<file path="src/rtl/ir_pkg.sv">
// Shared NEC decoder types and pulse-width windows, all widths in microseconds.
package ir_pkg;

  typedef enum logic [2:0] {
    IDLE,
    LEAD_LOW,
    LEAD_HIGH,
    BIT_LOW,
    BIT_HIGH,
    REP_STOP
  } nec_state_t;

  localparam logic [15:0] LEAD_LOW_MIN  = 16'd8000;
  localparam logic [15:0] LEAD_LOW_MAX  = 16'd10000;
  localparam logic [15:0] LEAD_HIGH_MIN = 16'd4000;
  localparam logic [15:0] LEAD_HIGH_MAX = 16'd5000;
  localparam logic [15:0] REP_HIGH_MIN  = 16'd2000;
  localparam logic [15:0] REP_HIGH_MAX  = 16'd2500;
  localparam logic [15:0] BURST_MIN     = 16'd400;
  localparam logic [15:0] BURST_MAX     = 16'd700;
  localparam logic [15:0] ZERO_MIN      = 16'd400;
  localparam logic [15:0] ZERO_MAX      = 16'd700;
  localparam logic [15:0] ONE_MIN       = 16'd1400;
  localparam logic [15:0] ONE_MAX       = 16'd1900;
  localparam logic [15:0] TIMEOUT_US    = 16'd10000;

  localparam logic [5:0]  FRAME_BITS    = 6'd32;

  function automatic logic in_window(input logic [15:0] w,
                                     input logic [15:0] lo,
                                     input logic [15:0] hi);
    return (w >= lo) && (w <= hi);
  endfunction

endpackage

</file>
<file path="src/rtl/ir_edge_timer.sv">
// Synchronises the IR line, detects edges and measures the time since the last
// edge in microseconds.
module ir_edge_timer #(
  parameter int unsigned CLK_HZ = 50_000_000
) (
  input  logic        clk,
  input  logic        rst,
  input  logic        ir_in,
  output logic        fall,
  output logic        rise,
  output logic [15:0] width_us
);

  localparam int unsigned DIV = CLK_HZ / 1_000_000;
  localparam int unsigned PW  = (DIV > 1) ? $clog2(DIV) : 1;

  logic          sync1_q, sync2_q, prev_q;
  logic [PW-1:0] pre_q, pre_d;
  logic [15:0]   width_q, width_d;
  logic          tick;

  assign fall     = prev_q & ~sync2_q;
  assign rise     = ~prev_q & sync2_q;
  assign tick     = (pre_q == PW'(DIV - 1));
  assign width_us = width_q;

  always_comb begin
    pre_d   = tick ? '0 : pre_q + 1'b1;
    width_d = width_q;
    // A tick coinciding with the edge belongs to the new interval, so an
    // interval of N us reads back as exactly N at the next edge.
    if (fall || rise) begin
      width_d = tick ? 16'd1 : 16'd0;
    end else if (tick && (width_q != '1)) begin
      width_d = width_q + 16'd1;
    end
  end

  always_ff @(posedge clk or posedge rst) begin
    if (rst) begin
      sync1_q <= 1'b1;
      sync2_q <= 1'b1;
      prev_q  <= 1'b1;
      pre_q   <= '0;
      width_q <= '0;
    end else begin
      sync1_q <= ir_in;
      sync2_q <= sync1_q;
      prev_q  <= sync2_q;
      pre_q   <= pre_d;
      width_q <= width_d;
    end
  end

endmodule

</file>
<file path="src/rtl/nec_ir_decoder.sv">
// NEC IR frame decoder: classifies measured pulse widths, assembles the 32-bit
// frame LSB first and emits single-cycle ready/repeat/error strobes.
module nec_ir_decoder
  import ir_pkg::*;
#(
  parameter int unsigned CLK_HZ = 50_000_000
) (
  input  logic        clk,
  input  logic        rst,
  input  logic        ir_in,
  output logic [31:0] ir_data,
  output logic        data_ready,
  output logic        repeat_ready,
  output logic        frame_error
);

  logic        fall, rise;
  logic [15:0] width_us;

  ir_edge_timer #(
    .CLK_HZ(CLK_HZ)
  ) u_timer (
    .clk     (clk),
    .rst     (rst),
    .ir_in   (ir_in),
    .fall    (fall),
    .rise    (rise),
    .width_us(width_us)
  );

  nec_state_t  state_q, state_d;
  logic [5:0]  bit_cnt_q, bit_cnt_d;
  logic [31:0] shift_q, shift_d;
  logic [31:0] ir_data_q, ir_data_d;
  logic        dr_q, dr_d, rr_q, rr_d, fe_q, fe_d;
  logic        any_edge;

  assign any_edge     = fall | rise;
  assign ir_data      = ir_data_q;
  assign data_ready   = dr_q;
  assign repeat_ready = rr_q;
  assign frame_error  = fe_q;

  always_comb begin
    state_d   = state_q;
    bit_cnt_d = bit_cnt_q;
    shift_d   = shift_q;
    ir_data_d = ir_data_q;
    dr_d      = 1'b0;
    rr_d      = 1'b0;
    fe_d      = 1'b0;

    if ((state_q != IDLE) && !any_edge && (width_us > TIMEOUT_US)) begin
      state_d = IDLE;
      fe_d    = 1'b1;
    end else begin
      case (state_q)
        IDLE: begin
          if (fall) state_d = LEAD_LOW;
        end
        LEAD_LOW: begin
          // A leader burst of the wrong length is treated as noise.
          if (rise) begin
            state_d = in_window(width_us, LEAD_LOW_MIN, LEAD_LOW_MAX) ? LEAD_HIGH : IDLE;
          end
        end
        LEAD_HIGH: begin
          if (fall) begin
            if (in_window(width_us, LEAD_HIGH_MIN, LEAD_HIGH_MAX)) begin
              state_d   = BIT_LOW;
              bit_cnt_d = '0;
            end else if (in_window(width_us, REP_HIGH_MIN, REP_HIGH_MAX)) begin
              state_d = REP_STOP;
            end else begin
              state_d = IDLE;
              fe_d    = 1'b1;
            end
          end
        end
        BIT_LOW: begin
          if (rise) begin
            if (!in_window(width_us, BURST_MIN, BURST_MAX)) begin
              state_d = IDLE;
              fe_d    = 1'b1;
            end else if (bit_cnt_q != FRAME_BITS) begin
              state_d = BIT_HIGH;
            end else begin
              state_d = IDLE;
              if (shift_q[7:0] == ~shift_q[15:8]) begin
                ir_data_d = shift_q;
                dr_d      = 1'b1;
              end else begin
                fe_d = 1'b1;
              end
            end
          end
        end
        BIT_HIGH: begin
          if (fall) begin
            if (in_window(width_us, ZERO_MIN, ZERO_MAX)) begin
              shift_d   = {1'b0, shift_q[31:1]};
              bit_cnt_d = bit_cnt_q + 6'd1;
              state_d   = BIT_LOW;
            end else if (in_window(width_us, ONE_MIN, ONE_MAX)) begin
              shift_d   = {1'b1, shift_q[31:1]};
              bit_cnt_d = bit_cnt_q + 6'd1;
              state_d   = BIT_LOW;
            end else begin
              state_d = IDLE;
              fe_d    = 1'b1;
            end
          end
        end
        REP_STOP: begin
          if (rise) begin
            state_d = IDLE;
            if (in_window(width_us, BURST_MIN, BURST_MAX)) rr_d = 1'b1;
            else                                          fe_d = 1'b1;
          end
        end
        default: state_d = IDLE;
      endcase
    end
  end

  always_ff @(posedge clk or posedge rst) begin
    if (rst) begin
      state_q   <= IDLE;
      bit_cnt_q <= '0;
      shift_q   <= '0;
      ir_data_q <= '0;
      dr_q      <= 1'b0;
      rr_q      <= 1'b0;
      fe_q      <= 1'b0;
    end else begin
      state_q   <= state_d;
      bit_cnt_q <= bit_cnt_d;
      shift_q   <= shift_d;
      ir_data_q <= ir_data_d;
      dr_q      <= dr_d;
      rr_q      <= rr_d;
      fe_q      <= fe_d;
    end
  end

endmodule

</file>
<file path="config.mk">
export PLATFORM = sky130hd
export DESIGN_NAME = nec_ir_decoder
export DESIGN_NICKNAME = d
export VERILOG_FILES = /design/src/rtl/ir_pkg.sv /design/src/rtl/ir_edge_timer.sv /design/src/rtl/nec_ir_decoder.sv
export SDC_FILE = /design/constraint.sdc
export NUM_CORES = 1
export LEC_CHECK = 0
export CAP_MARGIN = 20
export CORE_MARGIN = 4
export CORE_UTILIZATION = 58
export CTS_CLUSTER_DIAMETER = 60
export CTS_CLUSTER_SIZE = 28
export DETAILED_ROUTE_END_ITERATION = 6
export GPL_ROUTABILITY_DRIVEN = 0
export PLACE_DENSITY = 0.79
export REMOVE_ABC_BUFFERS = 1
export SYNTH_ARGS = -nofsm -noshare
export SYNTH_HDL_FRONTEND = slang
export SYNTH_SLANG_ARGS = --single-unit
</file>
<file path="constraint.sdc">
create_clock -name clk -period 3.7 [get_ports clk]
set_input_delay 0.555 -clock clk [delete_from_list [all_inputs] [get_ports clk]]
set_output_delay 0.555 -clock clk [all_outputs]
set_load 0.03 [all_outputs]
</file>
==> impl_results.html <==
<table>
<tr><th>Metric</th><th>Value</th></tr>
<tr><th colspan="2">Drt</th></tr>
<tr><td>Routed wire length</td><td>9290 um</td></tr>
<tr><td>Drt initial violations</td><td>226</td></tr>
<tr><td>Number of detailed-routing iterations run before antenna repair</td><td>6</td></tr>
<tr><td>Via count</td><td>3,281</td></tr>
<tr><td>Wire length per cell</td><td>16.8 um</td></tr>
<tr><td>Ratio of routed vias to standard cells</td><td>5.93</td></tr>
<tr><td>Antenna Violating Nets Remaining</td><td>0</td></tr>
<tr><td>Drt drc</td><td>0</td></tr>
<tr><th colspan="2">STA</th></tr>
<tr><td>TNS Setup</td><td>0 ns</td></tr>
<tr><td>Transition time at the pin with the least slew margin</td><td>0.656 ns</td></tr>
<tr><td>Fraction of the cycle the final worst path needs</td><td>0.790</td></tr>
<tr><td>Largest clock skew in the final design</td><td>0.0125 ns</td></tr>
<tr><td>Number of slew-limit violations in the final report</td><td>0</td></tr>
<tr><td>FMAX</td><td>0.342 GHz</td></tr>
<tr><td>Final-layout worst hold slack</td><td>0.372 ns</td></tr>
<tr><td>Minimum clock period</td><td>2.92 ns</td></tr>
<tr><td>RSZ-0062 raised after global routing</td><td>false</td></tr>
<tr><td>Worst Slack Setup Final</td><td>0.779 ns</td></tr>
<tr><td>Final setup violation count</td><td>0</td></tr>
<tr><td>Slew margin rel.</td><td>0.563</td></tr>
<tr><td>Count of final hold-check violations</td><td>0</td></tr>
<tr><th colspan="2">Floorplanning</th></tr>
<tr><td>Die height</td><td>100 um</td></tr>
<tr><td>Effective utilization at floorplan</td><td>0.600</td></tr>
<tr><td>Floorplan row count</td><td>33</td></tr>
<tr><td>Horizontal die dimension</td><td>100 um</td></tr>
<tr><td>Total Die Area</td><td>10,100 um^2</td></tr>
<tr><td>Core outline area</td><td>8260 um^2</td></tr>
<tr><td>Number of ports placed on the die boundary</td><td>38</td></tr>
<tr><th colspan="2">Setup path</th></tr>
<tr><td>Category of cells accounting for the largest share of critical-path delay</td><td>compound AO/OA/AOI/OAI gates</td></tr>
<tr><td>Worst r2r src</td><td>u_timer.width_us[0]$_DFFE_PP0P_</td></tr>
<tr><td>Worst Setup Start Kind</td><td>flop</td></tr>
<tr><td>Buffers &amp; Inverters on Critical Path</td><td>2</td></tr>
<tr><td>Ordered cell list for the critical path</td><td>inv_1 &gt; ha_1 &gt; nor4b_1 &gt; a2111oi_0 &gt; o21ai_1 &gt; nand3_2 &gt; buf_4 &gt; mux2_2</td></tr>
<tr><td>Largest incremental delay on the critical path</td><td>0.59 ns</td></tr>
<tr><td>Reg2reg path depth</td><td>8</td></tr>
<tr><td>Depth of the critical timing path with buffers and inverters included</td><td>8</td></tr>
<tr><td>Worst reg2reg endpoint</td><td>shift_q[27]$_DFFE_PP0P_</td></tr>
<tr><td>Crit path DAT</td><td>3.18 ns</td></tr>
<tr><td>Slowest cell on the critical path</td><td>sky130_fd_sc_hd__a2111oi_0</td></tr>
<tr><td>Crit Path Max Fanout</td><td>35</td></tr>
<tr><td>Required time at the worst-slack endpoint</td><td>3.96 ns</td></tr>
<tr><td>Critical Path Sink Type</td><td>flop</td></tr>
<tr><td>Type of the worst setup path</td><td>reg -&gt; reg</td></tr>
<tr><td>Reg2Reg Setup Slack</td><td>0.78 ns</td></tr>
<tr><th colspan="2">Clocking</th></tr>
<tr><td>CTS resizes</td><td>0</td></tr>
<tr><td>Clock latency on the worst-skew pair</td><td>0.37 ns</td></tr>
<tr><td>CTS clk-pin slew, worst paths</td><td>0.11 ns</td></tr>
<tr><td>Number of clock sinks</td><td>101</td></tr>
<tr><td>Htree depth</td><td>3</td></tr>
<tr><td>Maximum root-to-sink buffer count</td><td>2</td></tr>
<tr><td>CTS tree</td><td>yes</td></tr>
<tr><td>TritonCTS buffer count</td><td>9</td></tr>
<tr><td>Post-CTS Hold Fix Bufs</td><td>0</td></tr>
<tr><td>Post-CTS setup buffers</td><td>0</td></tr>
<tr><td>Clock root buffer</td><td>sky130_fd_sc_hd__clkbuf_8</td></tr>
<tr><th colspan="2">Yosys</th></tr>
<tr><td>Proportion of synthesized chip area in sequential cells</td><td>0.511</td></tr>
<tr><td>EDFF count, synth</td><td>0</td></tr>
<tr><td>Number of distinct library cell variants in the gate-level netlist after synthesis</td><td>57</td></tr>
<tr><td>Ys flop type</td><td>sky130_fd_sc_hd__dfrtp_1</td></tr>
<tr><td>Gate Count Post-Synth</td><td>412</td></tr>
<tr><td>Seq cells post-synth</td><td>101</td></tr>
<tr><td>Share of synthesized registers carrying an async set or reset</td><td>1.00</td></tr>
<tr><td>Mean instance size in the synthesized netlist</td><td>12.0 um^2</td></tr>
<tr><td>Synthesized area</td><td>4960 um^2</td></tr>
<tr><td>Yosys warnings</td><td>0</td></tr>
<tr><th colspan="2">Pwr</th></tr>
<tr><td>P per Cell Area</td><td>340 nW/um^2</td></tr>
<tr><td>Switch share</td><td>0.260</td></tr>
<tr><td>Proportion of power drawn by flip-flops and latches</td><td>0.591</td></tr>
<tr><td>Post-layout power</td><td>0.00189 W</td></tr>
<tr><td>Int Power</td><td>0.00140 W</td></tr>
<tr><td>Part of the power in combinational logic</td><td>0.025</td></tr>
<tr><td>Leakage power figure</td><td>2.57 nW</td></tr>
<tr><td>Net switching component of the power</td><td>0.000491 W</td></tr>
<tr><td>Peak ir drop on the vdd network</td><td>267 uV</td></tr>
<tr><td>Power share of the clock group</td><td>0.384</td></tr>
<tr><th colspan="2">Place</th></tr>
<tr><td>Place WS</td><td>0.853 ns</td></tr>
<tr><td>Placed Instance Area</td><td>5340 um^2</td></tr>
<tr><td>Detailed Place HPWL</td><td>6320 um</td></tr>
<tr><td>Number of port buffers</td><td>37</td></tr>
<tr><th colspan="2">Hold path</th></tr>
<tr><td>Hold Path Sink</td><td>u_timer.sync2_q$_DFF_PP1_</td></tr>
<tr><td>Cell depth of the worst min-delay path</td><td>0</td></tr>
<tr><td>Class of the tightest hold or removal check</td><td>reg -&gt; reg</td></tr>
<tr><td>Hold Startpoint</td><td>u_timer.sync1_q$_DFF_PP1_</td></tr>
<tr><th colspan="2">GRT</th></tr>
<tr><td>Maximum number of pins on one net before global-route repair</td><td>56</td></tr>
<tr><td>Total track usage</td><td>0.195</td></tr>
<tr><td>Global-route wire length before repair</td><td>15,700 um</td></tr>
<tr><td>Antenna violations before repair</td><td>0</td></tr>
<tr><td>Total gr overflow</td><td>0</td></tr>
<tr><td>Vias in the first global route</td><td>3,244</td></tr>
<tr><th colspan="2">Job</th></tr>
<tr><td>Max-capacitance violation count</td><td>0</td></tr>
<tr><th colspan="2">Layout</th></tr>
<tr><td>Net count, final</td><td>454</td></tr>
<tr><td>Design Area, Final</td><td>5550 um^2</td></tr>
<tr><td>Antenna fix cells</td><td>0</td></tr>
<tr><td>Fraction of layout cells with a size suffix above 1</td><td>0.210</td></tr>
<tr><td>P&amp;R area growth vs syn</td><td>12.1%</td></tr>
<tr><th colspan="2">Outcome</th></tr>
<tr><td>Result of the run</td><td>finished clean</td></tr>
</table>
sequential cells by signal, summed over array words and instances (netlist names), 3 cells and up:
signal,cells
ir_data,32
shift_q,32
u_timer.width_us,16
bit_cnt_q,6
u_timer.pre_q,6
state_q,3
synthesized netlist by cell type, drive strengths merged, types with 8 or more instances:
cell type / n / share of area
dfrtp: 98 / 0.49
mux2: 64 / 0.17
xnor2: 23 / 0.041
inv: 19 / 0.014
nand2: 19 / 0.014
nor2: 18 / 0.014
and2: 16 / 0.020
nand3: 16 / 0.017
buf: 14 / 0.025
o21ai: 13 / 0.013
nor3: 12 / 0.014
nand4: 9 / 0.011
ha: 8 / 0.020
layout make-up:
class / count / area, um^2
multi-input combinational: 271 / 2200
tap: 105 / 131
clock inverter: 7 / 91.3
fill: 600 / 2700
sequential: 101 / 2530
timing repair buffer: 41 / 400
clock buffer: 9 / 124
inverter: 19 / 73.8
through the flow:
step           instances  utilization
2_1_floorplan        391            -
3_3_place_gp         537        0.647
3_5_place_dp         537        0.647
4_1_cts              553        0.673
5_1_grt              553        0.673
6_report             553        0.673
cell usage in the layout (no fill, tap or decap), types with 7 or more instances in the layout:
cell / instances
sky130_fd_sc_hd__dfrtp_1: 98
sky130_fd_sc_hd__nand3_1: 15
sky130_fd_sc_hd__nor3_1: 11
sky130_fd_sc_hd__mux2_2: 35
sky130_fd_sc_hd__mux2_4: 29
sky130_fd_sc_hd__nand4_1: 9
sky130_fd_sc_hd__clkdlybuf4s50_1: 37
sky130_fd_sc_hd__xnor2_1: 23
sky130_fd_sc_hd__ha_1: 8
sky130_fd_sc_hd__nor2_1: 18
sky130_fd_sc_hd__and2_1: 16
sky130_fd_sc_hd__clkbuf_8: 9
sky130_fd_sc_hd__o21ai_0: 12
sky130_fd_sc_hd__inv_1: 18
sky130_fd_sc_hd__a21oi_1: 7
sky130_fd_sc_hd__nand2_1: 19
cell families (layout without fill, tap and decap cells):
logic type / Yosys count / after routing / share of synthesized area
AOI/OAI and AO/OA: 50 / 50 / 0.0709
xor gates and xnor gates: 27 / 27 / 0.0477
adders and majority gates: 8 / 8 / 0.0202
buffers and inverters: 40 / 76 / 0.0452
DFF: 101 / 101 / 0.511
muxes: 64 / 64 / 0.167
and+or+nand+nor: 122 / 122 / 0.138
power by group through the flow:
stage               registers [W]  clock network [W]   logic, W
finish                    0.00112           0.000725  0.0000476
global route              0.00112           0.000788  0.0000541
CTS                       0.00112           0.000737  0.0000493
detailed placement        0.00114                  0  0.0000489
global placement          0.00114                  0  0.0000479
floorplan                 0.00113                  0  0.0000337
worst reg2reg max path: stages, from the launching register on:
cell and delay [ns]:
sky130_fd_sc_hd__dfrtp_1 0.42, sky130_fd_sc_hd__inv_1 0.08, sky130_fd_sc_hd__ha_1 0.22, sky130_fd_sc_hd__nor4b_1 0.15, sky130_fd_sc_hd__a2111oi_0 0.59, sky130_fd_sc_hd__o21ai_1 0.37
sky130_fd_sc_hd__nand3_2 0.16, sky130_fd_sc_hd__buf_4 0.40, sky130_fd_sc_hd__mux2_2 0.42
worst max path at each step:
stage / from / to / slack, ns
2_1_floorplan: rst / bit_cnt_q[0]$_DFFE_PP0P_ / 0.50
3_3_place_gp: u_timer.width_us[0]$_DFFE_PP0P_ / shift_q[21]$_DFFE_PP0P_ / 0.91
3_5_place_dp: u_timer.width_us[0]$_DFFE_PP0P_ / shift_q[17]$_DFFE_PP0P_ / 0.85
4_1_cts: u_timer.width_us[0]$_DFFE_PP0P_ / shift_q[10]$_DFFE_PP0P_ / 0.81
5_1_grt: u_timer.width_us[0]$_DFFE_PP0P_ / shift_q[8]$_DFFE_PP0P_ / 0.61
6_report: u_timer.width_us[0]$_DFFE_PP0P_ / shift_q[27]$_DFFE_PP0P_ / 0.78
routing by layer:
metal	track usage	part of all wire	up-vias
li1	-	-	1526
met3	0.0417	0.047	15
met5	0	0	-
met1	0.272	0.45	1633
met2	0.306	0.49	107
met4	0.0611	0.0098	0
(Power assumes the default switching activity.)
